## config.mk

```make
export PLATFORM = sky130hd
export DESIGN_NAME = buzzer_tone_gen
export DESIGN_NICKNAME = d
export VERILOG_FILES = /design/src/rtl/buzzer_tone_gen.sv
export SDC_FILE = /design/constraint.sdc
export NUM_CORES = 1
export LEC_CHECK = 0
export CORE_UTILIZATION = 30
export CTS_CLUSTER_DIAMETER = 200
export CTS_CLUSTER_SIZE = 14
export DETAILED_ROUTE_END_ITERATION = 6
export GPL_ROUTABILITY_DRIVEN = 0
export RECOVER_POWER = 100
export REMOVE_ABC_BUFFERS = 1
export SLEW_MARGIN = 20
export SYNTH_ARGS = -nofsm -noshare
export SYNTH_HDL_FRONTEND = slang
export SYNTH_SLANG_ARGS = --single-unit
```

## constraint.sdc

```tcl
create_clock -name clk -period 9.39 [get_ports clk]
set_input_delay 1.4085 -clock clk [delete_from_list [all_inputs] [get_ports clk]]
set_output_delay 1.4085 -clock clk [all_outputs]
set_load 0.05 [all_outputs]
```

## src/rtl/buzzer_tone_gen.sv

```systemverilog
// Piezo buzzer square-wave generator: plays notes C4..B4 from a 4-bit code and
// switches notes only on a falling edge. Optional articulation gap: BUZZER_GAP_EN.
module buzzer_tone_gen #(
  parameter int unsigned CLK_FREQ   = 100000000,
  parameter int unsigned GAP_CYCLES = 2000000
) (
  input  logic       clk,
  input  logic       rst,
  input  logic [3:0] note_in,
  input  logic       mute,
  output logic       buzzer,
  output logic [3:0] note_cur,
  output logic       note_active
);

  localparam int unsigned CW = 32;
  localparam int unsigned NW = 4;

  localparam logic [CW-1:0] HALF_C4 = CW'(CLK_FREQ / (2 * 262));
  localparam logic [CW-1:0] HALF_D4 = CW'(CLK_FREQ / (2 * 294));
  localparam logic [CW-1:0] HALF_E4 = CW'(CLK_FREQ / (2 * 330));
  localparam logic [CW-1:0] HALF_F4 = CW'(CLK_FREQ / (2 * 349));
  localparam logic [CW-1:0] HALF_G4 = CW'(CLK_FREQ / (2 * 392));
  localparam logic [CW-1:0] HALF_A4 = CW'(CLK_FREQ / (2 * 440));
  localparam logic [CW-1:0] HALF_B4 = CW'(CLK_FREQ / (2 * 494));

`ifdef BUZZER_GAP_EN
  localparam int unsigned GW = (GAP_CYCLES > 1) ? $clog2(GAP_CYCLES) : 1;
`endif

  typedef enum logic [1:0] {
    ST_SILENT = 2'd0,
    ST_TONE   = 2'd1
`ifdef BUZZER_GAP_EN
    , ST_GAP  = 2'd2
`endif
  } state_e;

  function automatic logic [CW-1:0] half_of(input logic [NW-1:0] n);
    logic [CW-1:0] h;
    case (n)
      4'd1:    h = HALF_C4;
      4'd2:    h = HALF_D4;
      4'd3:    h = HALF_E4;
      4'd4:    h = HALF_F4;
      4'd5:    h = HALF_G4;
      4'd6:    h = HALF_A4;
      4'd7:    h = HALF_B4;
      default: h = CW'(1);
    endcase
    return h;
  endfunction

  state_e          state_q, state_d;
  logic [CW-1:0]   cnt_q, cnt_d;
  logic            phase_q, phase_d;
  logic [NW-1:0]   note_cur_q, note_cur_d;
  logic            buzzer_q, buzzer_d;
  logic            active_q, active_d;
`ifdef BUZZER_GAP_EN
  logic [GW-1:0]   gap_q, gap_d;
  logic            gap_done_c;
`endif

  logic [NW-1:0]   note_eff_c;
  logic [CW-1:0]   half_c;
  logic            boundary_c;
  logic            switch_c;

  // Codes outside 1..7 collapse to rest
  assign note_eff_c = (note_in != 4'd0 && note_in <= 4'd7) ? note_in : 4'd0;
  assign half_c     = half_of(note_cur_q);
  assign boundary_c = (cnt_q == half_c - CW'(1));
  // A pending note change is only honoured at the end of a high half-period
  assign switch_c   = (state_q == ST_TONE) && boundary_c && phase_q
                      && (note_eff_c != note_cur_q);
`ifdef BUZZER_GAP_EN
  assign gap_done_c = (state_q == ST_GAP) && (gap_q == GW'(GAP_CYCLES - 1));
`endif

  // State register
  always_ff @(posedge clk or posedge rst) begin
    if (rst) begin
      state_q <= ST_SILENT;
    end else begin
      state_q <= state_d;
    end
  end

  // Next-state logic
  always_comb begin
    state_d = state_q;
    case (state_q)
      ST_SILENT: begin
        if (note_eff_c != 4'd0) state_d = ST_TONE;
      end
      ST_TONE: begin
        if (switch_c) begin
`ifdef BUZZER_GAP_EN
          state_d = (note_eff_c == 4'd0) ? ST_SILENT : ST_GAP;
`else
          state_d = (note_eff_c == 4'd0) ? ST_SILENT : ST_TONE;
`endif
        end
      end
`ifdef BUZZER_GAP_EN
      ST_GAP: begin
        if (gap_done_c) state_d = (note_eff_c == 4'd0) ? ST_SILENT : ST_TONE;
      end
`endif
      default: state_d = ST_SILENT;
    endcase
  end

  // Datapath and output next values
  always_comb begin
    cnt_d      = cnt_q;
    phase_d    = phase_q;
    note_cur_d = note_cur_q;
`ifdef BUZZER_GAP_EN
    gap_d      = gap_q;
`endif
    case (state_q)
      ST_SILENT: begin
        cnt_d      = '0;
        phase_d    = 1'b0;
        note_cur_d = note_eff_c;
      end
      ST_TONE: begin
        if (boundary_c) begin
          cnt_d = '0;
          if (switch_c) begin
            phase_d    = 1'b0;
            note_cur_d = note_eff_c;
`ifdef BUZZER_GAP_EN
            gap_d      = '0;
`endif
          end else begin
            phase_d = ~phase_q;
          end
        end else begin
          cnt_d = cnt_q + CW'(1);
        end
      end
`ifdef BUZZER_GAP_EN
      ST_GAP: begin
        cnt_d   = '0;
        phase_d = 1'b0;
        if (gap_done_c) begin
          gap_d      = '0;
          note_cur_d = note_eff_c;
        end else begin
          gap_d = gap_q + GW'(1);
        end
      end
`endif
      default: begin
        cnt_d      = '0;
        phase_d    = 1'b0;
        note_cur_d = '0;
      end
    endcase
    // Mute gates only the pin; the phase keeps running underneath
    buzzer_d = phase_d & ~mute;
    active_d = (state_d != ST_SILENT);
  end

  always_ff @(posedge clk or posedge rst) begin
    if (rst) begin
      cnt_q      <= '0;
      phase_q    <= 1'b0;
      note_cur_q <= '0;
      buzzer_q   <= 1'b0;
      active_q   <= 1'b0;
`ifdef BUZZER_GAP_EN
      gap_q      <= '0;
`endif
    end else begin
      cnt_q      <= cnt_d;
      phase_q    <= phase_d;
      note_cur_q <= note_cur_d;
      buzzer_q   <= buzzer_d;
      active_q   <= active_d;
`ifdef BUZZER_GAP_EN
      gap_q      <= gap_d;
`endif
    end
  end

  assign buzzer      = buzzer_q;
  assign note_cur    = note_cur_q;
  assign note_active = active_q;

endmodule

```

Word level (Yosys, flattened, before mapping)
Index checks and enable logic that the tools add are counted.
{"block": "totals", "inputBits": 7, "elab_cells": 48, "out_inout_bits": 6, "reg_bits": 41}
{"block": "classes", "mux": 14, "addsub": 2, "eq_ne": 12, "n_reduce_logical": 10, "bitwise_logic": 3, "magnitude_cmp": 1}
{"op": "case mux 18 bit (7 select lines)", "n": 1}
{"op": "2-to-1 mux 32 bit", "n": 2}
{"op": "adder 32 x 1 -> 32 bit, second input constant", "n": 1}
{"op": "== test 32 bit", "n": 1}
{"op": "subtractor 32 x 1 -> 32 bit, second input constant", "n": 1}
{"op": "== test 4 x 3 -> 1 bit, second input constant", "n": 4}
{"op": "2-to-1 mux 4 bit", "n": 3}
{"op": "== test 4 x 2 -> 1 bit, second input constant", "n": 2}
{"op": "case mux 4 bit (2 select lines)", "n": 1}
{"op": "nonzero test 4 bit", "n": 2}
{"op": "== test 4 x 1 -> 1 bit, second input constant", "n": 1}
{"op": "less-or-equal comparator 4 x 3 -> 1 bit, second input constant", "n": 1}
{"op": "logical AND 1 bit", "n": 4}
{"op": "logical NOT 4 bit", "n": 1}
{"op": "2-to-1 mux 1 bit", "n": 4}
{"op": "2-to-1 mux 2 bit", "n": 2}
{"op": "inequality test 2 bit, second input constant", "n": 2}
{"op": "inequality test 4 bit", "n": 1}
{"op": "case mux 2 bit (2 select lines)", "n": 1}
{"op": "== test 2 x 1 -> 1 bit, second input constant", "n": 1}
{"op": "logical NOT 2 bit", "n": 1}
{"op": "NOT 1 bit", "n": 2}
{"op": "AND reduction 2 bit", "n": 1}
{"op": "nonzero test 2 bit", "n": 1}
{"op": "AND 1 bit", "n": 1}

Longest topological paths before layout
{"block": "logic_depth", "depth_word": 11, "depth_mapped": 13, "mapped_depth_nobuf": 10}

Least setup slack after synthesis
Ideal clock, no wire load.
{"block": "synth_timing", "path_type": "reg2reg", "start": "register note_cur_q[0], in the netlist note_cur[0]", "end": "register buzzer_q, in the netlist buzzer", "required_ns": 9.303, "path_buffers": 2, "path_stages_with_launch": 13, "setup_slack_ns": 6.015, "t_arrival_ns": 3.288, "setup_ns": 0.087, "period_less_slack_ns": 3.375, "cell_sequence": "dfrtp_1 buf_2 o21bai_1 a21oi_1 ha_1 buf_2 or4b_4 o211ai_1 xor2_1 a2111oi_2 nand4_1 or3_1 a211oi_2"}
{"block": "synth_between", "elab_chain_len": 11, "elab_cells_between_ends": 18, "classes_between": "add/sub (1); eq/ne (9); mux (4); bitwise (1); reduce/logical (3)"}
{"item": "start, declared", "line_no": "57", "rtl": "logic [NW-1:0] note_cur_q, note_cur_d;"}
{"item": "start signal, assigned", "line_no": "181", "rtl": "note_cur_q <= note_cur_d;"}
{"item": "== test 4 x 3 -> 1 bit (tied with other cells)", "line_no": "41", "rtl": "case (n)"}
{"item": "case mux 18 bit (7 select lines)", "line_no": "41"}
{"item": "subtractor 32 x 1 -> 32 bit", "line_no": "73", "rtl": "assign boundary_c = (cnt_q == half_c - CW'(1));"}
{"item": "== test 32 bit", "line_no": "73"}
{"item": "logical AND 1 bit (2 in a row)", "line_no": "75", "rtl": "assign switch_c = (state_q == ST_TONE) && boundary_c && phase_q"}
{"item": "logical AND 1 bit", "line_no": "76", "rtl": "&& (note_eff_c != note_cur_q);"}
{"item": "2-to-1 mux 1 bit", "line_no": "132", "rtl": "if (switch_c) begin"}
{"item": "2-to-1 mux 1 bit *", "line_no": "130", "rtl": "if (boundary_c) begin"}
{"item": "2-to-1 mux 1 bit *", "line_no": "123", "rtl": "case (state_q)"}
{"item": "AND 1 bit *", "line_no": "164", "rtl": "buzzer_d = phase_d & ~mute;"}
{"item": "net buzzer_d", "line_no": "58", "rtl": "logic buzzer_q, buzzer_d;"}
{"item": "end signal, assigned", "line_no": "182", "rtl": "buzzer_q <= buzzer_d;"}
{"item": "end, declared", "line_no": "58"}
Mark *: on every way through the listed nets, which the timed path passes. The rest lies on a longest branch.
A chain may end at the register's enable or synchronous reset.

Worst setup path in the final report
{"block": "layout_timing", "start": "register note_cur_q[2], in the netlist note_cur[2]", "end": "register cnt_q[9]"}
{"block": "layout_between", "elab_chain_len": 6, "elab_cells_between_ends": 12, "classes_between": "add/sub (1); eq/ne (8); mux (3)"}
{"item": "== test 4 x 3 -> 1 bit (tied with other cells)", "line_no": "41"}
{"item": "case mux 18 bit (7 select lines) *", "line_no": "41"}
{"item": "subtractor 32 x 1 -> 32 bit *", "line_no": "73"}
{"item": "== test 32 bit *", "line_no": "73"}
{"item": "2-to-1 mux 32 bit *", "line_no": "130"}
{"item": "2-to-1 mux 32 bit *", "line_no": "123"}
{"item": "net cnt_d[9]", "line_no": "55", "rtl": "logic [CW-1:0] cnt_q, cnt_d;"}
{"item": "end signal, assigned", "line_no": "179", "rtl": "cnt_q <= cnt_d;"}
{"item": "end, declared", "line_no": "55"}
Marks and branches as above.

==> out/qor.json <==
{
  "floorplan.rows": {"value": 33},
  "drive_gt1_share": {"value": 2.56, "unit": "%"},
  "ys_top_cells_by_area": {"value": "dfrtp_1 39%, xnor2_1 8.1%, nor2_1 7.6%"},
  "comb_power_share": {"value": 15.3, "unit": "%"},
  "count_of_filler_cells_inserted_in_the_layout": {"value": 842},
  "vias_per_cell": {"value": 4.98},
  "number_of_buffer_cells_added_on_primary_ports": {"value": 12},
  "netlist_area_before_placement": {"value": 2600, "unit": "um2"},
  "power.clock.fraction": {"value": 32.1, "unit": "%"},
  "reg2reg_slack": {"value": 4.81, "unit": "ns"},
  "slew_headroom": {"value": -48.8, "unit": "%"},
  "power_leakage": {"value": 1.10, "unit": "nW"},
  "wl": {"value": 5560, "unit": "um"},
  "seq_power_share": {"value": 52.6, "unit": "%"},
  "cts_sinks": {"value": 41},
  "clock_path_buffers": {"value": 2},
  "antenna-diode-count": {"value": 0},
  "cp-start-kind": {"value": "flip-flop"},
  "die_width": {"value": 95.2, "unit": "um"},
  "postCtsSetupBuffers": {"value": 0},
  "first_global_vias": {"value": 1889},
  "timing.critical_path.fanout_max": {"value": 32},
  "power_per_cell_area": {"value": 122, "unit": "nW/um2"},
  "status": {"value": "finished with violations"},
  "hold_path_depth": {"value": 1},
  "synth.yosys.seq_area_share": {"value": 39.4, "unit": "%"},
  "synthToLayoutAreaGrowth": {"value": 10.1, "unit": "%"},
  "worst_ir_drop_vdd": {"value": 0.0509, "unit": "mV"},
  "yosysUniqueCellTypes": {"value": 46},
  "antenna_violations_before_repair": {"value": 0},
  "detail_route.wl_per_cell": {"value": 13.3, "unit": "um"},
  "drt_iter0_drc": {"value": 88},
  "timing.reg2reg.worst_path_depth": {"value": 11},
  "drt_drc_violations_left": {"value": 0},
  "antenna_left": {"value": 0},
  "swShare": {"value": 28.2, "unit": "%"},
  "clkSlewWorstSetupHoldPaths": {"value": 0.08, "unit": "ns"},
  "hp-class": {"value": "reg -> reg"},
  "via_count": {"value": 2076},
  "mostFrequentLayoutCells": {"value": "53 x nor2_1, 41 x dfrtp_1, 24 x xnor2_1"},
  "hold_violations": {"value": 0},
  "clock_insertion_delay_worst_skew": {"value": 0.29, "unit": "ns"},
  "timing.critical_path.arrival": {"value": 4.69, "unit": "ns"},
  "ios": {"value": 13},
  "number_of_flip_flops_and_latches_in_the_synthesized_netlist": {"value": 41},
  "worst-slew-pin-transition": {"value": 2.23, "unit": "ns"},
  "synthCells": {"value": 304},
  "cp-endpoint": {"value": "cnt_q[9]"},
  "holdBufCountCts": {"value": 0},
  "setup-violations-final": {"value": 0},
  "min_period_over_period": {"value": 48.8, "unit": "%"},
  "tns": {"value": 0, "unit": "ns"},
  "switchingPower": {"value": 0.0988, "unit": "mW"},
  "final-max-slew-violation-count": {"value": 42},
  "drv.max_cap_violation_count": {"value": 1},
  "violations_in_the_final_reports": {"value": "max-capacitance violations, max-slew violations"},
  "setup_repair_after_global_routing_missed_its_margin": {"value": "false"},
  "worstSetupEndpointType": {"value": "flip-flop"},
  "drt_pre_antenna_iters": {"value": 4},
  "synth.yosys.warnings": {"value": 0},
  "post-route-cell-area": {"value": 2870, "unit": "um2"},
  "chipHeight": {"value": 95.2, "unit": "um"},
  "fin_worst_skew": {"value": 0.00522, "unit": "ns"},
  "worstPathRequired": {"value": 9.50, "unit": "ns"},
  "floorplan.initialDensity": {"value": 31.4, "unit": "%"},
  "rr_endpoint": {"value": "cnt_q[9]"},
  "clock_tree.root_cell": {"value": "clkbuf_8"},
  "synth-edff-count": {"value": 0},
  "core_ar": {"value": 8300, "unit": "um2"},
  "post_cts.resized_instances": {"value": 0},
  "place_hpwl": {"value": 3950, "unit": "um"},
  "r2r_start": {"value": "note_cur[2]"},
  "layout_min_cycle_time": {"value": 4.58, "unit": "ns"},
  "cts_buffers": {"value": 5},
  "syn-mean-instance-area": {"value": 8.56, "unit": "um2"},
  "overall_die_area": {"value": 9060, "unit": "um2"},
  "async_flop_share": {"value": 100, "unit": "%"},
  "groute.usage.overall": {"value": 13.3, "unit": "%"},
  "maxClockFrequency": {"value": 218, "unit": "MHz"},
  "grt_overflow_total": {"value": 0},
  "h-tree-depth": {"value": 2},
  "grt_start_max_net_pins": {"value": 42},
  "place_area": {"value": 2810, "unit": "um2"},
  "leading_cell_type_in_the_layout_fill_and_taps_excluded": {"value": "nor2_1"},
  "timing_worst_setup_path_type": {"value": "reg -> reg"},
  "grt_pass1_wl": {"value": 9250, "unit": "um"},
  "internal_power": {"value": 0.251, "unit": "mW"},
  "share_of_yosys_cell_area_claimed_by_the_top_area_cell_type": {"value": 39.4, "unit": "%"},
  "synth_top_cell_by_area": {"value": "dfrtp_1"},
  "finish.net_count": {"value": 320},
  "startpoint": {"value": "note_cur[2]"},
  "cts_tree": {"value": "done"},
  "postSynth.topFlopCell": {"value": "dfrtp_1"}
}
-- power by group through the flow --
stage	clock network [mW]	registers, mW	logic [mW]
2_1_floorplan	0	0.190	0.0364
3_3_place_gp	0	0.187	0.0565
3_5_place_dp	0	0.188	0.0566
4_1_cts	0.116	0.184	0.0568
5_1_grt	0.123	0.185	0.0598
6_report	0.112	0.184	0.0536
-- critical path, cell delays in order (launching register included) --
cell       delay, ns
dfrtp_1         0.75
nand2_1         0.17
a21oi_1         0.25
ha_1            0.35
or4b_1          0.53
o211ai_1        0.14
xor2_1          0.09
a2111oi_0       0.38
nand4_1         0.28
o21ai_0         0.23
clkbuf_1        1.07
nor2_1          0.14
-- cells by family (layout without fill, tap and decap cells) --
family          Yosys count  after routing  share of synthesized area (%)
simple gates            147            147                           29.0
xor+xnor                 43             43                           14.5
flops                    41             41                           39.4
compound gates           38             38                           9.80
buf+inv                  27             35                           4.32
mux                       5              5                           1.92
fa+ha+maj                 2              2                          0.961
other cells               1              1                          0.144
-- through the flow --
stage	total power [mW]	utilization [%]	hold slack (ns)	setup slack, ns	cells
3_5_place_dp	0.244	33.9	0.496	5.77	409
5_1_grt	0.367	34.5	0.544	4.19	417
2_1_floorplan	0.227	-	0.463	5.18	290
6_report	0.350	34.5	0.508	4.81	417
4_1_cts	0.357	34.9	0.512	5.73	417
3_3_place_gp	0.244	33.9	0.506	5.85	409
-- worst min-delay path by stage --
| stage | start | endpoint | slack, ns |
|---|---|---|---|
| after floorplan | phase_q | note_cur[3] | 0.46 |
| after global placement | phase_q | note_cur[3] | 0.51 |
| after detailed placement | phase_q | note_cur[3] | 0.50 |
| after CTS | phase_q | note_cur[3] | 0.51 |
| after global routing | phase_q | note_cur[3] | 0.54 |
| final | phase_q | note_cur[3] | 0.51 |
-- Yosys cell counts (4+ instances only) --
cell,count
and2_1,4
nor4_1,6
nor3_1,8
nand4_1,8
nor2b_1,7
buf_2,9
nand3_1,9
o21ai_0,7
xnor2_1,24
a21oi_1,10
xor2_1,19
nor2_1,53
nand2b_1,8
and4_1,7
inv_1,13
mux2i_1,5
dfrtp_1,41
nand2_1,22
-- sequential cells by signal, indices dropped and copies added, names as in the netlist --
name	count
cnt_q	32
note_cur	4
phase_q	1
state_q	2
buzzer	1
note_active	1
-- area by class of cell --
| class | count | area, um2 | area share, % |
|---|---|---|---|
| tap | 105 | 131 | 4.58 |
| multi-input combinational | 236 | 1450 | 50.6 |
| sequential | 41 | 1030 | 35.8 |
| clock buffer | 6 | 72.6 | 2.53 |
| inverter | 13 | 48.8 | 1.70 |
| clock inverter | 2 | 10.0 | 0.349 |
| timing repair buffer | 14 | 128 | 4.45 |
-- routing by layer --
| metal | track usage [%] | part of all wire (%) |
|---|---|---|
| met1 | 19.3 | 53 |
| met2 | 19.4 | 42 |
| met3 | 3.11 | 3.1 |
| met4 | 3.66 | 1.0 |
| met5 | 0 | 0 |
No activity file was read; power rests on OpenSTA's default activity.
